<file path="config.mk">
export PLATFORM = sky130hd
export DESIGN_NAME = u409_cycle_decode_flat
export DESIGN_NICKNAME = d
export VERILOG_FILES = /design/src/rtl/u409_cycle_decode_pkg.sv /design/src/rtl/u409_cycle_decode_if.sv /design/src/rtl/u409_cycle_decode_addr_match.sv /design/src/rtl/u409_cycle_decode.sv /design/src/flat_wrapper.sv
export SDC_FILE = /design/constraint.sdc
export NUM_CORES = 1
export LEC_CHECK = 0
export CORE_MARGIN = 4
export CORE_UTILIZATION = 26
export DETAILED_ROUTE_END_ITERATION = 10
export PLACE_DENSITY_LB_ADDON = 0.15
export SLEW_MARGIN = 15
export SYNTH_ARGS = -nofsm -noshare
export SYNTH_HDL_FRONTEND = slang
export SYNTH_SLANG_ARGS = --single-unit
</file>
<file path="constraint.sdc">
create_clock -name CLK80 -period 1.68 [get_ports CLK80]
set_input_delay 0.336 -clock CLK80 [delete_from_list [all_inputs] [get_ports CLK80]]
set_output_delay 0.336 -clock CLK80 [all_outputs]
set_load 0.01 [all_outputs]
</file>
<file path="src/rtl/u409_cycle_decode_pkg.sv">
// Shared types and address-space constants for the U409 CPU cycle decoder.
// Optional RTC decode is enabled by defining U409_RTC_DECODE_EN.
package u409_pkg;

    localparam int unsigned ADDR_W  = 32;
    localparam int unsigned ADDR_LO = 12;
    localparam int unsigned TT_W    = 2;

    typedef enum logic [1:0] {
        ST_IDLE   = 2'd0,
        ST_ACTIVE = 2'd1,
        ST_ACKED  = 2'd2
    } state_t;

    // A[31:24] must be zero for every space except interrupt acknowledge
    localparam logic [7:0]        TOP_BYTE       = 8'h00;
    localparam logic [4:0]        ROM_SPACE      = 5'b11111;
    localparam logic [4:0]        ROM_OVL_SPACE  = 5'b00000;
    localparam logic [7:0]        CIA_SPACE      = 8'hBF;
    localparam logic [7:0]        RTC_SPACE      = 8'hDC;
    localparam logic [11:0]       CHIP_SPACE     = 12'hDFF;
    localparam logic [2:0]        CHIP_RAM_SPACE = 3'b000;
    localparam logic [ADDR_W-1:0] OVL_REG_ADDR   = 32'h00BF_E001;
    localparam logic [TT_W-1:0]   TT_IACK        = 2'b11;

    // One-hot address space produced by the matcher
    typedef struct packed {
        logic iack;
        logic rom;
        logic cia;
        logic rtc;
        logic chip;
    } space_t;

    // Registered decode outputs, all active high internally
    typedef struct packed {
        logic romen;
        logic rom_delay;
        logic cia;
        logic agnus;
        logic autovec;
        logic rtc;
    } dec_t;

endpackage

</file>
<file path="src/rtl/u409_cycle_decode_if.sv">
// CPU-side bus bundle for the U409 cycle decoder: the CPU/board drives through
// master, the decoder attaches as slave.
interface u409_cycle_decode_if;
    import u409_pkg::*;

    logic              CLK40;
    logic              TSn;
    logic              TACKn;
    logic [ADDR_W-1:0] A;
    logic [TT_W-1:0]   TT;
    logic              RnW;
    logic              OVL_DATA;
    logic              ROM_SLOWn;

    logic              ROMEN;
    logic              ROM_DELAY;
    logic              CIA_ENABLE;
    logic              AGNUS_SPACE;
    logic              AUTOVECTOR;
    logic              RTC_ENn;
    logic              OVL;

    modport master (
        output CLK40, TSn, TACKn, A, TT, RnW, OVL_DATA, ROM_SLOWn,
        input  ROMEN, ROM_DELAY, CIA_ENABLE, AGNUS_SPACE, AUTOVECTOR, RTC_ENn, OVL
    );

    modport slave (
        input  CLK40, TSn, TACKn, A, TT, RnW, OVL_DATA, ROM_SLOWn,
        output ROMEN, ROM_DELAY, CIA_ENABLE, AGNUS_SPACE, AUTOVECTOR, RTC_ENn, OVL
    );

endinterface

</file>
<file path="src/rtl/u409_cycle_decode_addr_match.sv">
// Combinational address/transfer-type matcher producing a one-hot space.
// The 0xDC RTC space is only decoded when U409_RTC_DECODE_EN is defined.
module u409_addr_match
    import u409_pkg::*;
(
    input  logic [ADDR_W-1:ADDR_LO] i_a,
    input  logic [TT_W-1:0]         i_tt,
    input  logic                    i_ovl,
    output space_t                  o_space_c
);

    logic w_low_space;
    assign w_low_space = (i_a[31:24] == TOP_BYTE);

    // Priority chain: iack, ROM, CIA, RTC, chip; anything else stays unresponsive
    always_comb begin
        o_space_c = '0;
        if (i_tt == TT_IACK) begin
            o_space_c.iack = 1'b1;
        end else if (w_low_space) begin
            if ((i_a[23:19] == ROM_SPACE) ||
                (i_ovl && (i_a[23:19] == ROM_OVL_SPACE))) begin
                o_space_c.rom = 1'b1;
            end else if (i_a[23:16] == CIA_SPACE) begin
                o_space_c.cia = 1'b1;
`ifdef U409_RTC_DECODE_EN
            end else if (i_a[23:16] == RTC_SPACE) begin
                o_space_c.rtc = 1'b1;
`endif
            end else if ((i_a[23:12] == CHIP_SPACE) ||
                         (!i_ovl && (i_a[23:21] == CHIP_RAM_SPACE))) begin
                o_space_c.chip = 1'b1;
            end
        end
    end

endmodule

</file>
<file path="src/rtl/u409_cycle_decode.sv">
// U409 CPU cycle decoder: captures a transfer start, registers the space decode
// until acknowledge, and tracks the ROM overlay bit (CIA-A PRA bit0).
// Build option: U409_RTC_DECODE_EN enables the RTC select (see u409_addr_match).
module u409_cycle_decode
    import u409_pkg::*;
(
    input  logic               CLK80,
    input  logic               RESETn,
    u409_cycle_decode_if.slave bus
);

    state_t r_state;
    state_t w_state_nxt;
    dec_t   r_dec;
    dec_t   w_dec_nxt;
    logic   r_ovl;
    logic   w_ovl_nxt;
    logic   r_wr_ovl;
    logic   w_wr_ovl_nxt;
    space_t w_space;
    logic   w_ts;
    logic   w_ovl_hit;

    // Decode always uses the overlay value held before the current cycle
    u409_addr_match u_addr_match (
        .i_a       (bus.A[ADDR_W-1:ADDR_LO]),
        .i_tt      (bus.TT),
        .i_ovl     (r_ovl),
        .o_space_c (w_space)
    );

    assign w_ts      = !bus.TSn && !bus.CLK40;
    assign w_ovl_hit = !bus.RnW && (bus.A == OVL_REG_ADDR);

    always_ff @(posedge CLK80) begin
        if (!RESETn) begin
            r_state <= ST_IDLE;
        end else begin
            r_state <= w_state_nxt;
        end
    end

    // TSn is only looked at in IDLE; an early TACKn at capture belongs to the previous cycle
    always_comb begin
        w_state_nxt = r_state;
        case (r_state)
            ST_IDLE:   if (w_ts)        w_state_nxt = ST_ACTIVE;
            ST_ACTIVE: if (!bus.TACKn)  w_state_nxt = ST_ACKED;
            ST_ACKED:  if (bus.TACKn)   w_state_nxt = ST_IDLE;
            default:                    w_state_nxt = ST_IDLE;
        endcase
    end

    always_comb begin
        w_dec_nxt    = r_dec;
        w_ovl_nxt    = r_ovl;
        w_wr_ovl_nxt = r_wr_ovl;
        case (r_state)
            ST_IDLE: begin
                if (w_ts) begin
                    w_dec_nxt.romen     = w_space.rom;
                    w_dec_nxt.rom_delay = w_space.rom && !bus.ROM_SLOWn;
                    w_dec_nxt.cia       = w_space.cia;
                    w_dec_nxt.agnus     = w_space.chip;
                    w_dec_nxt.autovec   = w_space.iack;
                    w_dec_nxt.rtc       = w_space.rtc;
                    w_wr_ovl_nxt        = w_ovl_hit;
                end
            end
            ST_ACTIVE: begin
                if (!bus.TACKn) begin
                    w_dec_nxt    = '0;
                    w_wr_ovl_nxt = 1'b0;
                    if (r_wr_ovl) begin
                        w_ovl_nxt = bus.OVL_DATA;
                    end
                end
            end
            default: begin
                w_dec_nxt    = '0;
                w_wr_ovl_nxt = 1'b0;
            end
        endcase
    end

    // Reset wins over any pending overlay write
    always_ff @(posedge CLK80) begin
        if (!RESETn) begin
            r_dec    <= '0;
            r_ovl    <= 1'b1;
            r_wr_ovl <= 1'b0;
        end else begin
            r_dec    <= w_dec_nxt;
            r_ovl    <= w_ovl_nxt;
            r_wr_ovl <= w_wr_ovl_nxt;
        end
    end

    assign bus.ROMEN       = r_dec.romen;
    assign bus.ROM_DELAY   = r_dec.rom_delay;
    assign bus.CIA_ENABLE  = r_dec.cia;
    assign bus.AGNUS_SPACE = r_dec.agnus;
    assign bus.AUTOVECTOR  = r_dec.autovec;
    assign bus.RTC_ENn     = !r_dec.rtc;
    assign bus.OVL         = r_ovl;

endmodule

</file>
<file path="src/flat_wrapper.sv">
// flat-port wrapper written by rule: the top's interface ports become plain ports
module u409_cycle_decode_flat import u409_pkg::*;
  (CLK80, RESETn, bus_CLK40, bus_TSn, bus_TACKn, bus_A, bus_TT, bus_RnW, bus_OVL_DATA, bus_ROM_SLOWn, bus_ROMEN, bus_ROM_DELAY, bus_CIA_ENABLE, bus_AGNUS_SPACE, bus_AUTOVECTOR, bus_RTC_ENn, bus_OVL);
  u409_cycle_decode_if bus_i ();
  input  logic CLK80;
  input  logic RESETn;
  input wire logic [$bits(bus_i.CLK40)-1:0] bus_CLK40;
  input wire logic [$bits(bus_i.TSn)-1:0] bus_TSn;
  input wire logic [$bits(bus_i.TACKn)-1:0] bus_TACKn;
  input wire logic [$bits(bus_i.A)-1:0] bus_A;
  input wire logic [$bits(bus_i.TT)-1:0] bus_TT;
  input wire logic [$bits(bus_i.RnW)-1:0] bus_RnW;
  input wire logic [$bits(bus_i.OVL_DATA)-1:0] bus_OVL_DATA;
  input wire logic [$bits(bus_i.ROM_SLOWn)-1:0] bus_ROM_SLOWn;
  output wire logic [$bits(bus_i.ROMEN)-1:0] bus_ROMEN;
  output wire logic [$bits(bus_i.ROM_DELAY)-1:0] bus_ROM_DELAY;
  output wire logic [$bits(bus_i.CIA_ENABLE)-1:0] bus_CIA_ENABLE;
  output wire logic [$bits(bus_i.AGNUS_SPACE)-1:0] bus_AGNUS_SPACE;
  output wire logic [$bits(bus_i.AUTOVECTOR)-1:0] bus_AUTOVECTOR;
  output wire logic [$bits(bus_i.RTC_ENn)-1:0] bus_RTC_ENn;
  output wire logic [$bits(bus_i.OVL)-1:0] bus_OVL;
  assign bus_i.CLK40 = bus_CLK40;
  assign bus_i.TSn = bus_TSn;
  assign bus_i.TACKn = bus_TACKn;
  assign bus_i.A = bus_A;
  assign bus_i.TT = bus_TT;
  assign bus_i.RnW = bus_RnW;
  assign bus_i.OVL_DATA = bus_OVL_DATA;
  assign bus_i.ROM_SLOWn = bus_ROM_SLOWn;
  assign bus_ROMEN = bus_i.ROMEN;
  assign bus_ROM_DELAY = bus_i.ROM_DELAY;
  assign bus_CIA_ENABLE = bus_i.CIA_ENABLE;
  assign bus_AGNUS_SPACE = bus_i.AGNUS_SPACE;
  assign bus_AUTOVECTOR = bus_i.AUTOVECTOR;
  assign bus_RTC_ENn = bus_i.RTC_ENn;
  assign bus_OVL = bus_i.OVL;
  u409_cycle_decode u_core (.CLK80(CLK80), .RESETn(RESETn), .bus(bus_i));
endmodule
</file>
Word level (Yosys, flattened, before mapping)
Index checks and enable logic that the tools add are counted.
- register bits: 10
- bits in latches: 0
- RAM bits: 0
- memory bits (read-only): 0
- bits of input ports: 42
- word-level logic and storage cells: 61
- memories: 0
- $add $sub $neg: 0
- multipliers: 0
- div/mod/pow operators: 0
- magnitude comparators: 0
- equality and inequality tests: 10
- shifts and indexed selects: 0
- multiplexer cells: 21
- bitwise gates (word level): 1
- reduce and logical (&&, ||, !) cells: 20
- operator list (kind ; number):
    $eq 32x24->1 const B ; 1
    $eq 12x12->1 const B ; 1
    $mux 6 ; 2
    $pmux 6 s2 ; 1
    $mux 1 ; 11
    $mux 2 ; 5
    $eq 8x8->1 const B ; 1
    $logic_not 8->1 ; 1
    $logic_not 1->1 ; 6
    $pmux 2 s3 ; 1
    $reduce_and 3->1 ; 2
    $eq 5x5->1 const B ; 1
    $logic_and 1x1->1 ; 5
    $logic_not 5->1 ; 1
    $eq 2x2->1 const B ; 2
    $ne 2x2->1 const B ; 2
    $logic_not 3->1 ; 1
    $eq 2x1->1 const B ; 1
    $logic_not 2->1 ; 1
    $logic_or 1x1->1 ; 2
    $ne 2x1->1 const B ; 1
    $pmux 1 s2 ; 1
    $reduce_and 2->1 ; 1
    $not 1->1 ; 1

Longest topological paths before layout
- depth in word-level cells: 10
- depth in mapped cells: 4
- depth with buffers taken out: 4

Modules after synthesis
A second synthesis with hierarchy kept.
- cell total of the unflattened synthesis: 69
- area total of the unflattened synthesis: 655.6 µm²
- by module, submodules not included (module ; times used ; cells an instance ; area an instance (µm²) ; sequential area each (µm²)):
    u409_cycle_decode ; 1 ; 50 ; 511.7 ; 200.2
    u409_addr_match ; 1 ; 19 ; 143.9 ; 0.0

Worst setup path after synthesis
OpenSTA, ideal clock, no wires.
- path type: input to register
- start: input bus_A[18]
- end: register u_core.r_wr_ovl
- library setup time: 0.070 ns
- arrival time: 1.567 ns
- data required time: 1.610 ns
- path slack: 0.042 ns
- stages: 4
- buffers on the path: 0
- cell sequence: nand4_1 > or4_4 > or4_1 > a21boi_1
- word-level cells in the longest chain between the ends: 4
- RTL lines (item ; line ; source):
    start, declared ; flat_wrapper.sv:10 ; input wire logic [$bits(bus_i.A)-1:0] bus_A;
    $eq 32x24->1 ; u409_cycle_decode.sv:33 ; assign w_ovl_hit = !bus.RnW && (bus.A == OVL_REG_ADDR);
    $logic_and 1x1->1 ; u409_cycle_decode.sv:33 ;
    $mux 1 ; u409_cycle_decode.sv:60 ; if (w_ts) begin
    $pmux 1 s2 ; u409_cycle_decode.sv:58 ; case (r_state)
    end signal, assigned ; u409_cycle_decode.sv:95 ; r_wr_ovl <= w_wr_ovl_nxt;
    end, declared ; u409_cycle_decode.sv:18 ; logic r_wr_ovl;
Every way passes these cells. The select of a mux whose other input is x is not followed.
A chain may end at the register's enable or synchronous reset.

Final worst setup path
- start: input bus_A[12]
- end: register u_core.r_wr_ovl
Same word-level chain as after synthesis.

==> out/qor.tcl <==
set qor(critPathLaunch) {bus_A[12]}
set qor(design.die.area_um2) 2748
set qor(postSynthAreaPerCell_um2) 8.550
set qor(finalSetupViolCount) 0
set qor(synth.area.top_cells) {dfxtp_1 (35%), nor4_1 (8.5%), nor3b_1 (4.4%), nand2_1 (3.7%), nand4_1 (3.7%)}
set qor(synthArstFlopShare_pct) 0
set qor(cts.path.max_buffers) 2
set qor(drt_first_iter_violations) 2
set qor(die-height_um) 52.42
set qor(final.setup_skew_ns) 0.01054
set qor(cts.root.buffer_cell) {clkbuf_4}
set qor(floorplan.die.width_um) 52.42
set qor(period_minus_slack_ns) 1.645
set qor(grt_pass1_wl_mm) 3.001
set qor(result_of_the_run) {finished, final reports clean}
set qor(cp.required_ns) 1.88
set qor(synthesis.nets) 102
set qor(worstPathCellList) {clkdlybuf4s50_1 -> nor4_2 -> nand3_1 -> or4_1 -> a21boi_1}
set qor(yosys_warnings) 0
set qor(floorplan.initialDensity_pct) 28.47
set qor(grtUsageTotal_pct) 14.53
set qor(grt_start_max_net_pins) 11
set qor(finalNonFillerCells) 149
set qor(cts_tree) {yes}
set qor(cts_made_buffers) 3
set qor(clock_latency_at_the_later_pin_of_the_worst_skew_pair_ns) 0.26
set qor(dpl.cell_count) 143
set qor(final_layout_size_suffix_gt1_share_pct) 20.16
set qor(synth_top_area_share_pct) 35.12
set qor(drt_pass1_iterations) 4
set qor(period_share_pct) 97.89
set qor(total_negative_setup_slack_ns) 0
set qor(worst_ep_arrival_time_ns) 1.84
set qor(drc_errors) 0
set qor(timing.critical_path.slowest_stage_cell) {or4_1}
set qor(maxCapViolCount) 0
set qor(top_count_cell_post_synth) {dfxtp_1}
set qor(synth-edff-count) 0
set qor(first_global_vias) 773
set qor(yosys_most_used_dff) {dfxtp_1}
set qor(max-vdd-ir-drop_mv) 0.2571
set qor(clock.fmax_mhz) 608.1
set qor(finish.net_count) 167
set qor(post-synth-top-area-cell) {dfxtp_1}
set qor(gp_congestion) 0.7543
set qor(synth.ff_latch_count) 9
set qor(worst_path_largest_cell_delay_ns) 0.54
set qor(cts_htree_levels) 1
set qor(hp-class) {reg2reg}
set qor(final_max_slew_viol_count) 0
set qor(grt_setup_unrepaired) {false}
set qor(leakage_nw) 0.4325
set qor(insertedDiodeCount) 0
set qor(antenna_found_initial) 0
set qor(synthCells) 60
set qor(power-per-cell-area_nw_per_um2) 468.2
set qor(worst_setup_hold_path_clk_slew_ns) 0.07
set qor(area.growth.synth_to_final_pct) 127.6
set qor(placement.io_buffers) 47
set qor(worstSetupPathType) {in2reg}
set qor(synth_xor_area_share_pct) 1.707
set qor(timing.critical_path.fanout_max) 2
set qor(synth.mux.area_fraction_pct) 1.951
set qor(avgViaCountPerCell) 4.866
set qor(whs_ns) 0.4591
set qor(critical_path.startpoint_type) {input port}
set qor(hold_path.startpoint) {u_core.bus.ROM_DELAY$_SDFFE_PN0P_}
set qor(synth-adder-area-share_pct) 0
set qor(wl_per_cell_um) 12.51
set qor(critPathCaptureType) {flop}
set qor(cts-hold-fix-buffers) 0
set qor(antenna_left) 0
set qor(final-hold-violation-count) 0
set qor(num_vias) 725
set qor(worstReg2RegStart) {u_core.r_state[0]$_SDFFE_PN0P_}
set qor(synth_cell_type_count) 30
set qor(synth_simple_gate_area_share_pct) 43.66
set qor(synth_top_cells_by_count) {dfxtp_1 (9), nor4_1 (7), nand2_1 (5)}
set qor(core_um2) 1802
set qor(compound_gate_fraction_of_synth_area_pct) 13.90
set qor(synth.yosys.seq_area_share_pct) 35.12
set qor(cts_num_sinks) 9
set qor(overflow) 0
set qor(synth_area_um2) 513.0
set qor(pin_count) 49
set qor(ff2ff_setup_slack_ns) 0.18
set qor(route.final.wire_length_mm) 1.864
set qor(row_count) 15
set qor(synth_top_family_by_area) {simple AND/OR/NAND/NOR gates}
set qor(detailed_place_hpwl_mm) 1.579
layout make-up:
cell class              instances  area [um^2]
clock inverters                 1        5.005
fillers                       169        634.4
flip-flops and latches          9        180.2
clock buffers                   3        22.52
repair buffers                 62        573.1
well taps                      25        31.28
inverters                       1        3.754
multi-input cells              48        351.6
worst max-delay path, delay by kind of cell:
| family | cells | cell delay [ns] |
|---|---|---|
| AND/OR/NAND/NOR | 3 | 0.93 |
| buffers and inverters | 1 | 0.45 |
| AO/OA/AOI/OAI | 1 | 0.13 |
final timing paths:
path,endpoint,cells after the start
worst max-delay path,u_core.r_wr_ovl$_SDFFE_PN0P_,5
worst min-delay path,u_core.bus.ROM_DELAY$_SDFFE_PN0P_,2
worst max register to register,u_core.r_wr_ovl$_SDFFE_PN0P_,4
worst min register to register,u_core.bus.ROM_DELAY$_SDFFE_PN0P_,2
metal layers:
layer | part of all wire [%] | vias to the layer above | track usage [%] | routed length (um)
li1 | - | 366 | - | -
met1 | 41 | 328 | 16.01 | 765
met2 | 52 | 31 | 26.65 | 969
met3 | 6.9 | 0 | 2.564 | 129
met4 | 0 | 0 | 6.383 | 0
met5 | 0 | - | 0 | 0
per-stage QoR:
step                      utilization, %  power [mW]  area, um^2  setup slack (ns)
final                              64.79      0.5466        1167           0.03542
after detailed placement           61.11      0.3817        1101           -0.5154
after floorplan                        -      0.2541       513.0           0.04250
after global placement             61.11      0.3790        1101           -0.4446
after CTS                          62.92      0.5462        1134          0.007831
after global routing               64.79      0.5777        1167          0.001170
timing repair:
item | CTS | global route
setup endpoints to repair | 1 | 2
setup buffers | 2 | 0
pin swaps | 4 | 2
endpoints found under the hold margin | 0 | 0
resized for setup | 8 | 5
layout by cell type (no fill, tap or decap), drive strengths merged, types with 2 or more instances in the layout:
cell type	count
nand4	3
or4	2
clkbuf	3
nor3	3
nor3b	3
nor2b	3
clkdlybuf4s50	39
a21boi	2
nand2	5
a32oi	2
buf	15
dfxtp	9
and3	2
nor4	7
dlygate4sd2	8
nand3	3
kinds of logic (layout without fill, tap and decap cells):
| group | Yosys count | count (layout) |
|---|---|---|
| other | 1 | 1 |
| xor gates and xnor gates | 1 | 1 |
| DFF | 9 | 9 |
| buffers and inverters | 3 | 67 |
| AOI/OAI and AO/OA | 9 | 9 |
| and+or+nand+nor | 36 | 36 |
| muxes | 1 | 1 |
power breakdown:
part / switching [mW] / internal (mW) / leakage [nW]
registers: 0.00437 / 0.216 / 0.0728
clock network: 0.0796 / 0.0877 / 0.0177
logic: 0.0473 / 0.111 / 0.342
sequential cells by signal, summed over array words and instances (netlist names):
name	cells
u_core.bus.CIA_ENABLE	1
u_core.r_wr_ovl	1
u_core.bus.ROMEN	1
u_core.r_state	2
u_core.bus.AGNUS_SPACE	1
u_core.bus.OVL	1
u_core.bus.AUTOVECTOR	1
u_core.bus.ROM_DELAY	1
No activity file was read; power rests on OpenSTA's default activity.
